--- config.mk ---
export PLATFORM = sky130hd
export DESIGN_NAME = pf_io_dly_ctrl
export DESIGN_NICKNAME = d
export VERILOG_FILES = /design/src/rtl/pf_io_dly_pkg.sv /design/src/rtl/pf_io_dly_wait_cnt.sv /design/src/rtl/pf_io_dly_ctrl.sv
export SDC_FILE = /design/constraint.sdc
export NUM_CORES = 1
export LEC_CHECK = 0
export CORE_ASPECT_RATIO = 1.1
export CORE_MARGIN = 2
export CORE_UTILIZATION = 53
export CTS_BUF_LIST = sky130_fd_sc_hd__clkbuf_16
export DETAILED_ROUTE_END_ITERATION = 10
export GPL_ROUTABILITY_DRIVEN = 0
export PLACE_DENSITY = 0.9
export SYNTH_ARGS = -nofsm -noshare
export SYNTH_HDL_FRONTEND = slang
export SYNTH_HIERARCHICAL = 1
export SYNTH_SLANG_ARGS = --single-unit
--- constraint.sdc ---
create_clock -name CLK -period 2.2 [get_ports CLK]
set_input_delay 0.44 -clock CLK [delete_from_list [all_inputs] [get_ports CLK]]
set_output_delay 0.44 -clock CLK [all_outputs]
set_load 0.03 [all_outputs]
--- src/rtl/pf_io_dly_pkg.sv ---
// rtl/pf_io_dly_pkg.sv - shared types and constants for the PF_IO dynamic delay-line controller
package pf_io_dly_pkg;

    localparam int   CNT_W   = 4;
    localparam logic DIR_INC = 1'b1;

    typedef enum logic [2:0] {
        ST_IDLE,
        ST_LOAD,
        ST_LSETTLE,
        ST_EVAL,
        ST_DIRSET,
        ST_MOVE,
        ST_SETTLE,
        ST_DONE
    } state_t;

endpackage

--- src/rtl/pf_io_dly_wait_cnt.sv ---
// rtl/pf_io_dly_wait_cnt.sv - loadable 4-bit down-counter with zero flag for the delay-line wait states
module pf_io_dly_wait_cnt
    import pf_io_dly_pkg::*;
(
    input  logic             clk,
    input  logic             resetn,
    input  logic             load,
    input  logic [CNT_W-1:0] load_val,
    output logic             zero
);

    logic [CNT_W-1:0] cnt;

    // Loading N-1 gives a wait of exactly N cycles, the last one seeing zero=1.
    always_ff @(posedge clk) begin
        if (!resetn) begin
            cnt <= '0;
        end else if (load) begin
            cnt <= load_val;
        end else if (cnt != '0) begin
            cnt <= cnt - CNT_W'(1);
        end
    end

    assign zero = (cnt == '0);

endmodule

--- src/rtl/pf_io_dly_ctrl.sv ---
// rtl/pf_io_dly_ctrl.sv - PF_IO dynamic delay-line tap sequencer; optional stats via PF_IO_DLY_CTRL_STATS_EN
module pf_io_dly_ctrl
    import pf_io_dly_pkg::*;
#(
    parameter int TAP_W         = 8,
    parameter int MAX_TAP       = 255,
    parameter int LOAD_TAP      = 1,
    parameter int DIR_SETUP_CYC = 1,
    parameter int SETTLE_CYC    = 4
) (
    input  logic             CLK,
    input  logic             RESET_N,
    input  logic             REQ_VALID,
    output logic             REQ_READY,
    input  logic [TAP_W-1:0] REQ_TAP,
    input  logic             REQ_LOAD,
    output logic             DONE,
    output logic             DONE_ERR,
    output logic [TAP_W-1:0] CUR_TAP,
    output logic             CUR_VALID,
    output logic             DELAY_LINE_LOAD,
    output logic             DELAY_LINE_MOVE,
    output logic             DELAY_LINE_DIRECTION,
    input  logic             DELAY_LINE_OUT_OF_RANGE
`ifdef PF_IO_DLY_CTRL_STATS_EN
    ,
    output logic [15:0]      MOVE_CNT,
    output logic [7:0]       ERR_CNT
`endif
);

    localparam logic [CNT_W-1:0] SETTLE_LD = CNT_W'(SETTLE_CYC - 1);
    localparam logic [CNT_W-1:0] DIRSET_LD = CNT_W'(DIR_SETUP_CYC - 1);
    localparam logic [TAP_W:0]   MAX_EXT   = (TAP_W+1)'(MAX_TAP);

    state_t           state;
    state_t           state_d;
    logic             ready_en;
    logic [TAP_W-1:0] target;
    logic [TAP_W-1:0] cur_tap;
    logic             cur_valid;
    logic             dir;
    logic             err;

    logic             accept;
    logic             req_bad;
    logic             cnt_load;
    logic [CNT_W-1:0] cnt_val;
    logic             cnt_zero;

    // ready_en keeps REQ_READY low for the first cycle after reset releases
    assign REQ_READY = ready_en && (state == ST_IDLE);
    assign accept    = REQ_VALID && REQ_READY;
    assign req_bad   = {1'b0, REQ_TAP} > MAX_EXT;

    pf_io_dly_wait_cnt u_wait_cnt (
        .clk      (CLK),
        .resetn   (RESET_N),
        .load     (cnt_load),
        .load_val (cnt_val),
        .zero     (cnt_zero)
    );

    always_comb begin
        state_d  = state;
        cnt_load = 1'b0;
        cnt_val  = '0;
        case (state)
            ST_IDLE: begin
                if (accept) begin
                    if (req_bad) begin
                        state_d = ST_DONE;
                    end else if (REQ_LOAD || !cur_valid) begin
                        state_d = ST_LOAD;
                    end else begin
                        state_d = ST_EVAL;
                    end
                end
            end
            ST_LOAD: begin
                state_d  = ST_LSETTLE;
                cnt_load = 1'b1;
                cnt_val  = SETTLE_LD;
            end
            ST_LSETTLE: begin
                if (cnt_zero) begin
                    state_d = ST_EVAL;
                end
            end
            ST_EVAL: begin
                if (target == cur_tap) begin
                    state_d = ST_DONE;
                end else begin
                    state_d  = ST_DIRSET;
                    cnt_load = 1'b1;
                    cnt_val  = DIRSET_LD;
                end
            end
            ST_DIRSET: begin
                if (cnt_zero) begin
                    state_d = ST_MOVE;
                end
            end
            ST_MOVE: begin
                state_d  = ST_SETTLE;
                cnt_load = 1'b1;
                cnt_val  = SETTLE_LD;
            end
            ST_SETTLE: begin
                if (cnt_zero) begin
                    if (DELAY_LINE_OUT_OF_RANGE || (cur_tap == target)) begin
                        state_d = ST_DONE;
                    end else begin
                        state_d = ST_MOVE;
                    end
                end
            end
            ST_DONE: begin
                state_d = ST_IDLE;
            end
            default: begin
                state_d = ST_IDLE;
            end
        endcase
    end

    always_ff @(posedge CLK) begin
        if (!RESET_N) begin
            state     <= ST_IDLE;
            ready_en  <= 1'b0;
            target    <= '0;
            cur_tap   <= '0;
            cur_valid <= 1'b0;
            dir       <= 1'b0;
            err       <= 1'b0;
        end else begin
            state    <= state_d;
            ready_en <= 1'b1;
            if (accept) begin
                target <= REQ_TAP;
                err    <= req_bad;
            end
            case (state)
                ST_LOAD: begin
                    cur_tap   <= TAP_W'(LOAD_TAP);
                    cur_valid <= 1'b1;
                end
                ST_EVAL: begin
                    if (target != cur_tap) begin
                        dir <= (target > cur_tap) ? DIR_INC : ~DIR_INC;
                    end
                end
                ST_MOVE: begin
                    // target is range-checked, so stepping toward it never wraps
                    if (dir == DIR_INC) begin
                        cur_tap <= cur_tap + TAP_W'(1);
                    end else begin
                        cur_tap <= cur_tap - TAP_W'(1);
                    end
                end
                ST_SETTLE: begin
                    if (cnt_zero && DELAY_LINE_OUT_OF_RANGE) begin
                        cur_valid <= 1'b0;
                        err       <= 1'b1;
                    end
                end
                default: begin
                end
            endcase
        end
    end

    assign DONE                 = (state == ST_DONE);
    assign DONE_ERR             = (state == ST_DONE) && err;
    assign CUR_TAP              = cur_tap;
    assign CUR_VALID            = cur_valid;
    assign DELAY_LINE_LOAD      = (state == ST_LOAD);
    assign DELAY_LINE_MOVE      = (state == ST_MOVE);
    assign DELAY_LINE_DIRECTION = dir;

`ifdef PF_IO_DLY_CTRL_STATS_EN
    logic [15:0] move_cnt;
    logic [7:0]  err_cnt;

    always_ff @(posedge CLK) begin
        if (!RESET_N) begin
            move_cnt <= '0;
            err_cnt  <= '0;
        end else begin
            if ((state == ST_MOVE) && (move_cnt != 16'hFFFF)) begin
                move_cnt <= move_cnt + 16'd1;
            end
            if (DONE_ERR && (err_cnt != 8'hFF)) begin
                err_cnt <= err_cnt + 8'd1;
            end
        end
    end

    assign MOVE_CNT = move_cnt;
    assign ERR_CNT  = err_cnt;
`endif

endmodule

# --- Word-level counts from Yosys, hierarchy flattened ---
# Index checks and enable logic that the tools add are counted.
totals:
  input_bits: 13
  reg_bits: 27
  elab_cells: 66
  output_inout_bits: 15
op_classes:
  n_addsub: 3
  n_eq_ne: 15
  muxes: 22
  magnitude_cmp: 1
  reduce_logical: 17
op_table:
  columns: ["op", "n"]
  rows:
  - ["3-bit case mux with 8 select lines", 1]
  - ["8-bit equality test", 2]
  - ["8-bit case mux with 2 select lines", 1]
  - ["3-bit equality test (second input constant)", 4]
  - ["3-bit two-way mux", 4]
  - ["2-bit inequality test (second input constant)", 5]
  - ["8-bit by 1-bit adder with 8-bit output (second input constant)", 1]
  - ["8-bit greater-than comparator", 1]
  - ["2-bit two-way mux", 4]
  - ["4-bit two-way mux", 2]
  - ["8-bit two-way mux", 1]
  - ["8-bit inequality test", 1]
  - ["8-bit by 1-bit subtractor with 8-bit output (second input constant)", 1]
  - ["1-bit two-way mux", 7]
  - ["3-bit by 2-bit equality test with 1-bit output (second input constant)", 2]
  - ["2-bit nonzero test", 3]
  - ["1-bit logical AND", 4]
  - ["4-bit zero test", 1]
  - ["1-bit case mux with 2 select lines", 2]
  - ["2-bit AND reduction", 2]
  - ["4-bit AND reduction", 1]
  - ["4-bit nonzero test", 1]
  - ["4-bit by 1-bit subtractor with 4-bit output (second input constant)", 1]
  - ["3-bit by 1-bit equality test with 1-bit output (second input constant)", 1]
  - ["4 further kinds", 5]

# --- Logic depth before layout (Yosys ltp) ---
# Gate-level depths: netlist of the first run.
depth:
  ltp_word: 6
  ltp_mapped: 7
  ltp_nobuf: 7

# --- Hierarchy ---
# Netlist of the first run, hierarchy kept.
modules_own_cells:
  columns: ["module", "seq_area_each_um2", "instances", "cells_each", "area_each_um2"]
  rows:
  - ["pf_io_dly_ctrl", 460.4, 1, 176, 1475.2]
  - ["pf_io_dly_wait_cnt", 80.1, 1, 23, 230.2]

# --- Worst setup path before layout of the first run ---
# No wires, ideal clock.
synth_path:
  kind: "register to register"
  startpoint: "register cur_tap[7] (netlist: CUR_TAP[7])"
  endpoint: "register dir (netlist: DELAY_LINE_DIRECTION)"
  arrival_ns: 1.880
  n_path_buf: 0
  synth_period_minus_slack_ns: 2.022
  path_stages_with_launch: 7
  slack_ns: 0.178
  required_time_ns: 2.059
  setup_ns: 0.141
  cell_sequence: "dfxtp_1 inv_1 ha_1 and4_1 a311o_1 a2111oi_2 a221oi_1"
synth_between:
  elab_chain_len: 2
  elab_cells_between_ends: 4
  cone_classes: "1 x order compare; 1 x eq/ne; 1 x mux; 1 x reduce/logical"
synth_rtl:
  columns: ["item", "line_no", "rtl"]
  rows:
  - ["start, declared", "pf_io_dly_ctrl.sv:40", "logic [TAP_W-1:0] cur_tap;"]
  - ["start signal, assigned", "pf_io_dly_ctrl.sv:145", "cur_tap <= TAP_W'(LOAD_TAP);"]
  - ["start signal, assigned", "pf_io_dly_ctrl.sv:156", "cur_tap <= cur_tap + TAP_W'(1);"]
  - ["start signal, assigned", "pf_io_dly_ctrl.sv:158", "cur_tap <= cur_tap - TAP_W'(1);"]
  - ["8-bit greater-than comparator or 8-bit inequality test (tied branches)", "pf_io_dly_ctrl.sv:150, pf_io_dly_ctrl.sv:149", null]
  - ["1-bit two-way mux or 2-bit AND reduction (tied branches)", null, null]
  - ["end signal, assigned", "pf_io_dly_ctrl.sv:150", "dir <= (target > cur_tap) ? DIR_INC : ~DIR_INC;"]
  - ["end, declared", "pf_io_dly_ctrl.sv:42", "logic dir;"]
# Parallel ways exist; a longest one is shown, timed or not.
# A chain may end at the register's enable or synchronous reset.

# --- Worst setup path in the final report of the first run ---
layout_path:
  startpoint: "register state[1]"
  endpoint: "output port DELAY_LINE_MOVE"
layout_between:
  elab_chain_len: 1
layout_rtl:
  columns: ["item", "line_no", "rtl"]
  rows:
  - ["start, declared", "pf_io_dly_ctrl.sv:36", "state_t state;"]
  - ["start signal, assigned", "pf_io_dly_ctrl.sv:137", "state <= state_d;"]
  - ["3-bit equality test", "pf_io_dly_ctrl.sv:178", "assign DELAY_LINE_MOVE = (state == ST_MOVE);"]
  - ["end, declared", "pf_io_dly_ctrl.sv:22", "output logic DELAY_LINE_MOVE,"]
# No other way between the ends.

==> metrics.md, run 1 <==
| Metric | Value |
|---|---|
| Buffers on Ports | `27` |
| Status | `finished clean` |
| Worst-Skew Late Latency | `270 ps` |
| Clock Pin Slew Worst Setup and Hold Paths | `70 ps` |
| # nets final | `263` |
| Avg WL per Cell | `15.31 µm` |
| Synth Register Bits | `27` |
| Post-route ant nets | `0` |
| Post-Synthesis Cells | `199` |
| Synthesized area | `1705 µm²` |
| DR pass1 iterations | `4` |
| Worst R2R Start | `DELAY_LINE_DIRECTION` |
| Worst min-delay path category | `reg -> reg` |
| Commonest non-fill, non-tap cell in the layout | `dfxtp_1` |
| Setup TNS | `0 ps` |
| Max FO, Critical Path | `8` |
| Die width | `58.09 µm` |
| H-tree levels | `1` |
| RSZ-0062 raised after global routing | `no` |
| Vias in the first global route | `1525` |
| Worst Reg-to-Reg Cells | `6` |
| Total wire length | `4087 µm` |
| Filler Cells Inserted | `243` |
| HP Start | `target[0]` |
| Clk root buf | `clkbuf_16` |
| Peak VDD IR | `794.3 µV` |
| Hold buffer count at cts | `0` |
| Overall Power | `1646 µW` |
| Final setup violation count | `0` |
| Initial antenna violation count | `0` |
| Setup crit end kind | `output port` |
| WP data required | `1760 ps` |
| Total grt overflow | `0` |
| DR vias | `1567` |
| DRC Markers | `0` |
| Power Density | `773.5 nW/µm²` |
| Core area | `3048 µm²` |
| Crit path launch type | `flop` |
| Share of layout cells above drive strength 1 | `0.1202` |
| CTS buffer count | `3` |
| CP arrival | `1660 ps` |
| Final Hold Fails | `0` |
| Area of the multi-input gates | `1055 µm²` |
| FF-to-FF End | `CUR_TAP[6]` |
| Hold-critical path depth | `2` |
| WS Path Type | `reg -> out` |
| Antenna Cells | `0` |
| Synthesis warning total | `6` |
| # clock sinks | `27` |
| Largest net degree at the start of global routing | `16` |
| Syn-to-layout area delta | `24.80%` |
| Clk_skew | `4.484 ps` |
| Final period util | `0.9526` |
| Buffer depth of the longest clock path | `2` |
| CTS tree | `done` |
| GRT Overall Usage | `0.2446` |
| Boundary Pins | `28` |
| Max Fclk | `0.4772 GHz` |
| Vias per cell | `5.869` |
| Fin. max-slew vios | `0` |
| Worst Hold Path EP | `target[0]` |
| Post-synth EDFFs | `0` |
| Initial detailed-routing violation count | `70` |
| Sequential area share after synthesis | `0.3169` |
| Mean post-synth cell area | `8.570 µm²` |
| Global-route wire length before repair | `7051 µm` |
| Die area | `3688 µm²` |
| Initial Utilization | `0.5595` |
| FF/Latch Area | `540.5 µm²` |
| Die H | `63.50 µm` |
| Synth Flop Type | `dfxtp_1` |
| Synth unique cells | `56` |
| Setup Buffers After CTS | `0` |
| Fraction of registers with async set/reset | `0` |
| Max_cap viols | `0` |
| Flop2flop setup slack | `200 ps` |
| Final Critical Period | `2096 ps` |
| Post-DP HPWL | `3055 µm` |
| Worst slew margin | `0.6393` |
| Slew @ Worst Pin | `536.4 ps` |
| Floorplan row count | `21` |
| Leak | `0.0008906 µW` |
| Most frequent cells in the layout | `dfxtp_1 (27), clkdlybuf4s50_1 (24), a21oi_1 (18), nand2_1 (17)` |
-- critical path: stages, from the launching register on --
cell and delay, ps:
dfxtp_1 380, nand3b_4 210, inv_2 120, clkdlybuf4s50_1 680
-- stage by stage --
stage / util / instances / worst slack [ps] / area, µm² / hold slack [ps]
4_1_cts: 0.6975 / 267 / 27.27 / 2126 / 461.5
2_1_floorplan: - / 200 / 178.5 / 1709 / 431.7
3_5_place_dp: 0.6712 / 263 / 226.1 / 2046 / 451.8
5_1_grt: 0.6983 / 267 / 50.70 / 2128 / 488.3
6_report: 0.6983 / 267 / 104.4 / 2128 / 456.7
3_3_place_gp: 0.6712 / 263 / 304.1 / 2046 / 444.4
-- cells in the mapped netlist, types with 2 or more instances --
master	number	share of area
nand4_1	2	0.0073
inv_2	2	0.0044
o21ai_0	2	0.0059
nand2b_1	4	0.015
a211oi_1	3	0.013
o31ai_1	2	0.0088
dfxtp_1	27	0.32
o211ai_1	3	0.013
nand4b_1	2	0.010
o32ai_1	2	0.010
and2_1	2	0.0073
nor3_1	2	0.0059
a21oi_1	18	0.053
nor2b_1	3	0.011
inv_1	16	0.035
buf_4	2	0.0088
a21o_1	2	0.0088
and3_1	2	0.0073
ha_1	15	0.11
nand3_1	16	0.047
xnor2_1	4	0.021
o21ai_1	2	0.0059
xor2_1	2	0.010
nor2_1	11	0.024
nand2_1	17	0.037
o21a_1	3	0.013
clkbuf_1	4	0.0088
-- what timing repair did --
action                                 CTS  global route
endpoints found under the hold margin    0             0
setup endpoints to repair                0             1
resized for setup                        0             1
-- power by group --
group / switching, µW / total, µW / internal (µW)
registers: 62.4 / 613 / 550
logic: 323 / 617 / 294
clock network: 171 / 417 / 246
total: 556 / 1650 / 1090
-- registers in the layout (all words and copies together), names as in the netlist --
signal and flops:
u_wait_cnt/cnt 4, err 1, ready_en 1, CUR_VALID 1, state 3, target 8, CUR_TAP 8, DELAY_LINE_DIRECTION 1
-- cell type report --
type	instances	area share
Tap cell	34	0.01999
Multi-Input combinational cell	147	0.4956
Clock inverter	1	0.002352
Timing Repair Buffer	37	0.1611
Clock buffer	3	0.03527
Inverter	18	0.03175
Sequential cell	27	0.2540
-- layer usage --
layer / wire, µm / vias to the layer above / part of all wire / track usage
met2: 2114 / 30 / 0.52 / 0.4105
met1: 1756 / 748 / 0.43 / 0.3159
met3: 170 / 5 / 0.042 / 0.04517
met4: 46 / 0 / 0.011 / 0.06977
li1: - / 784 / - / -
met5: 0 / - / 0 / 0
-- cells by family after synthesis --
logic type | share of synthesized area
other | 0.002199
DFF | 0.3169
AOI/OAI and AO/OA | 0.2010
xor gates and xnor gates | 0.03081
buffers and inverters | 0.06676
muxes | 0.01247
and+or+nand+nor | 0.2480
adders and majority gates | 0.1218
-- worst max path at each step --
stage / startpoint / end / slack, ps
finish: state[1] / DELAY_LINE_MOVE / 100
global route: state[0] / DELAY_LINE_LOAD / 50
CTS: state[1] / DONE_ERR / 30
detailed placement: CUR_TAP[7] / u_wait_cnt/cnt[3] / 230
global placement: CUR_TAP[7] / u_wait_cnt/cnt[3] / 300
floorplan: CUR_TAP[7] / DELAY_LINE_DIRECTION / 180
Note: power is estimated with default switching activity, not from simulation.
==> run 2, diff against run 1 <==
--- a/config.mk
+++ b/config.mk
@@ -9,6 +9,7 @@
 export CORE_MARGIN = 2
 export CORE_UTILIZATION = 53
 export CTS_BUF_LIST = sky130_fd_sc_hd__clkbuf_16
+export CTS_CLUSTER_DIAMETER = 200
 export DETAILED_ROUTE_END_ITERATION = 10
 export GPL_ROUTABILITY_DRIVEN = 0
 export PLACE_DENSITY = 0.9
==> results of run 2 <==
No change in the layout: final DEF, timing and power equal those of run 1.
==> run 3, diff against run 2 <==
--- a/config.mk
+++ b/config.mk
@@ -5,6 +5,7 @@
 export SDC_FILE = /design/constraint.sdc
 export NUM_CORES = 1
 export LEC_CHECK = 0
+export CAP_MARGIN = 20
 export CORE_ASPECT_RATIO = 1.1
 export CORE_MARGIN = 2
 export CORE_UTILIZATION = 53
==> results of run 3 <==
No change in the layout: final DEF, timing and power equal those of run 1.
==> edit 1 (flow settings as in run 1) <==
The parameter `TAP_W` goes from 8 to 6.
--- a/src/rtl/pf_io_dly_ctrl.sv
+++ b/src/rtl/pf_io_dly_ctrl.sv
@@ -2,7 +2,7 @@
 module pf_io_dly_ctrl
     import pf_io_dly_pkg::*;
 #(
-    parameter int TAP_W         = 8,
+    parameter int TAP_W         = 6,
     parameter int MAX_TAP       = 255,
     parameter int LOAD_TAP      = 1,
     parameter int DIR_SETUP_CYC = 1,
Ports: changed (resized CUR_TAP and REQ_TAP); port bits go from 28 to 24. The function was not compared with the original's and may differ.
==> edit 1 against run 1 <==
  * Sequential power down 13%
  * Cell count down 19%
  * Wire length down 23%
  * Worst setup slack worse by 0.041 ns
  * Total power down 13%
  * Largest power group is now sequential cells
  * Critical path depth down 1
  * Design area down 19%
  * Synthesized area down 20%
  * Sequential cell count down 4
==> edit 1: results (changes against run 1) <==
[synthesis]
synth.ff_latch_count = 23  ; -15%
ys_top_cells_by_area = dfxtp_1 34%, ha_1 10%, mux2i_1 5.1%
synth_compound_area_share_pct = 16.8  ; -3.3 points
netlist_top_cells_count = 23 x dfxtp_1, 16 x nor2_1, 14 x inv_1, 13 x nand2_1, 11 x ha_1
ys_seq_area_share_pct = 33.7  ; +2.0 points
muxShareOfSynthArea_pct = 7.05  ; +5.8 points

[layout]
nFillCells = 181  ; -26%
multi_input_gates = 117  ; -20%
n_all_buffers = 26  ; -30%
buf_share_pct = 14.5  ; -1.6 points
clkCellAreaFrac_pct = 4.63  ; +0.87 points
multi_input_area_share_pct = 48.6  ; -0.97 points
nets = 209  ; -21%
drive_gt1_share_pct = 11.9  ; -0.13 points
final_area_mm2 = 0.00173  ; -19%
n_all_inverters = 15  ; -3

[clock_network]
insertion_delay_ns = 0.25  ; -0.02 ns
ctsResizeCount = 4  ; +4

[place]
io_buffer_count = 23  ; -15%
hpwl_um = 2410  ; -21%
dpl_worst_slack_ns = 0.0942  ; -0.132 ns

[drt]
drt_iter0_markers = 40  ; -43%
via_per_inst = 5.69  ; -3.0%
drt-wirelength-per-cell_um = 14.6  ; -4.8%

[power]
p_seq_mw = 0.535  ; -13%
seq_power_share_pct = 37.4  ; +0.2 points
swShare_pct = 32.1  ; -1.7 points
leakagePower_nw = 0.738  ; -17%

[status]
status = finished, final reports clean

[critical_path]
path_max_fanout = 9  ; +1
r2r_end = CUR_TAP[5]
reg2regPathDepth = 7  ; +1
regToRegSetupSlack_ns = 0.06  ; -0.14 ns
startpoint = state[2]
cp.arrival_ns = 1.70  ; +0.04 ns

[hold_path]
timing.hold.worst.start = err
holdPathEnd = err

[timing]
final.min_clock_period_ns = 2.14  ; +0.0405 ns
clock_skew_ns = 0.00146  ; -0.00303 ns
whs_ns = 0.450  ; -0.00624 ns

[global_route]
grt_use_total_pct = 23.7  ; -0.76 points
grt_pass1_vias = 1289  ; -15%

-- edit 1: cell types whose count changed in the layout (fill, tap and decap cells not counted), moves of 3 or more --
cell and change:
o211ai_1 -3, mux2i_1 +6, nand2_1 -4, a21oi_1 -9, nor2_1 +5, dfxtp_1 -6, ha_1 -4, dlygate4sd2_1 +3
buf_4 -9, nand3_1 -10, o21ai_0 +4, clkdlybuf4s50_1 -5
-- edit 1: worst reg2reg max path: stages (launching register included) --
cell	delay, ns
dfxtp_2	0.39
inv_1	0.13
ha_1	0.36
o21ai_0	0.13
or4b_4	0.50
o2111ai_2	0.11
mux2_4	0.32
a21oi_2	0.13
-- edit 1: kinds of logic after synthesis --
logic type                 Yosys count
AOI/OAI and AO/OA                   33
xor gates and xnor gates             5
adders and majority gates           12
buffers and inverters               18
DFF                                 23
muxes                                9
other                                1
and+or+nand+nor                     56
-- edit 1: layer usage --
metal	GRT usage, %	wire, um
met5	0	0
met4	9.16	64
met3	5.50	149
met2	44.1	1700
met1	25.0	1230
==> edit 2 (settings of run 1) <==
Made on the original files. Put a register stage on the output `DONE_ERR`, with the module's reset. The value now appears one clock later. The other outputs are not delayed to match.
--- a/src/rtl/pf_io_dly_ctrl.sv
+++ b/src/rtl/pf_io_dly_ctrl.sv
@@ -171,7 +171,13 @@
     end
 
     assign DONE                 = (state == ST_DONE);
-    assign DONE_ERR             = (state == ST_DONE) && err;
+    always_ff @(posedge CLK) begin
+        if (!RESET_N) begin
+            DONE_ERR <= '0;
+        end else begin
+            DONE_ERR <= (state == ST_DONE) && err;
+        end
+    end
     assign CUR_TAP              = cur_tap;
     assign CUR_VALID            = cur_valid;
     assign DELAY_LINE_LOAD      = (state == ST_LOAD);
Function: no difference found for any inputs over 10 cycles, from zero or initial values and one cycle with RESET_N low; that may be too few to reach the edited logic, so the function may still have changed.
==> edit 2 against run 1 <==
  * Via count increased by 2.8%
  * Design area increased by 1.6%
  * Count of clock-buffer cells in the layout unchanged
  * Register-to-register slack got worse by 0.05 ns
  * Total power increased by 7.8%
  * Worst setup slack improved by 0.018 ns
  * Synthesized area increased by 1.2%
  * Clock power increased by 31%
  * Combinational power decreased by 4.5%
  * Sequential cell count increased by 1
  * Die area increased by 1.1%
  * Global-route usage decreased by 0.099 points
  * Wire length increased by 3.7%
==> edit 2: results (changes against run 1) <==
[global_route]
use_met3_pct = 4.45  ; -0.064 points
grtUsageMet1_pct = 32.2  ; +0.60 points
grt_max_degree = 17  ; +1
grt_pass1_vias = 1554  ; +1.9%
use_met2_pct = 38.1  ; -3.0 points
grt_use_total_pct = 24.4  ; -0.099 points

[power]
peakVddDrop_mv = 0.762  ; -4.0%
leakagePower_nw = 0.884  ; -0.76%

[layout]
drive_gt1_share_pct = 12.9  ; +0.91 points
n_antenna_cell = 0  ; unchanged
instances_no_fill = 266  ; -0.37%
nets = 262  ; -0.38%

[synthesis]
syn-instance-count = 200  ; +0.50%
ys_seq_area_share_pct = 32.5  ; +0.79 points
netlist_top_cells_count = 28 x dfxtp_1, 18 x a21oi_1, 17 x nand2_1, 16 x inv_1, 16 x nand3_1
ys_top_cells_by_area = dfxtp_1 32%, ha_1 11%, a21oi_1 5.2%

[drt]
via_per_inst = 6.06  ; +3.2%
dr_wl_met3_um = 275  ; +62%
drt_iter0_markers = 62  ; -11%
drt-met1-wl_um = 1800  ; +2.5%
wl_um = 4240  ; +3.7%
route.met2.wl_um = 2040  ; -3.5%

[timing]
clock_skew_ns = 0.00456  ; +0.0000754 ns

[place]
dpl-instance-area_mm2 = 0.00205  ; +0.24%
dpl_worst_slack_ns = 0.227  ; +0.000707 ns
hpwl_um = 2950  ; -3.6%

[status]
status = finished, final reports clean

[critical_path]
cp.arrival_ns = 1.64  ; -0.02 ns
path_max_fanout = 11  ; +3

[clock_network]
cts-root-buf = clkbuf_16

==> edit 2: changes by cell type in the layout (fill, tap and decap cells not counted), sizes merged <==
cell / before / now
dlymetal6s2s: 1 / 0
bufinv: 0 / 1
and2: 2 / 1
and3: 2 / 3
clkdlybuf4s50: 24 / 25
buf: 12 / 10
dfxtp: 27 / 28
clkinv: 1 / 0
==> edit 2: worst register-to-register path, stage by stage, from the launching register on <==
cell and delay (ns):
dfxtp_1 0.32, inv_1 0.23, ha_1 0.30, a211oi_1 0.38, o211ai_1 0.19, a2111oi_1 0.41, or3b_1 0.17
==> edit 2: cell type report <==
cell class	instances	area [um2]
multi-input combinational	147	1060
fill	228	911
sequential	28	564
timing repair buffer	35	325
clock buffer	3	75.1
inverter	18	67.6
tap	34	42.5
clock inverter	1	30.0
==> edit 2: cells by family (layout without fill, tap and decap cells) <==
group,Yosys count,after routing,share of synthesized area [%]
muxes,2,2,1.23
adders and majority gates,16,16,12.0
xor gates and xnor gates,6,6,3.05
and+or+nand+nor,72,72,24.5
AOI/OAI and AO/OA,49,49,19.9
DFF,28,28,32.5
other,1,2,0.217
buffers and inverters,26,57,6.60
==> edit 2: timing repair <==
action	in CTS	in global routing
endpoints found under the setup margin	1	4
buffers inserted	0	0
resized for setup	1	4
==> edit 2: power breakdown <==
part	internal, mW	switching, mW	total, mW
Combinational	0.287	0.302	0.589
Sequential	0.570	0.0709	0.641
Clock	0.363	0.182	0.545
Total	1.22	0.556	1.78
==> edit 2: worst paths after layout <==
check / slack, ns / start / end / cells after the start
setup / recovery: 0.12 / state[1] / DELAY_LINE_MOVE / 3
hold / removal: 0.46 / err / err / 2
setup reg to reg: 0.15 / DELAY_LINE_DIRECTION / CUR_TAP[7] / 6
hold reg to reg: 0.46 / err / err / 2
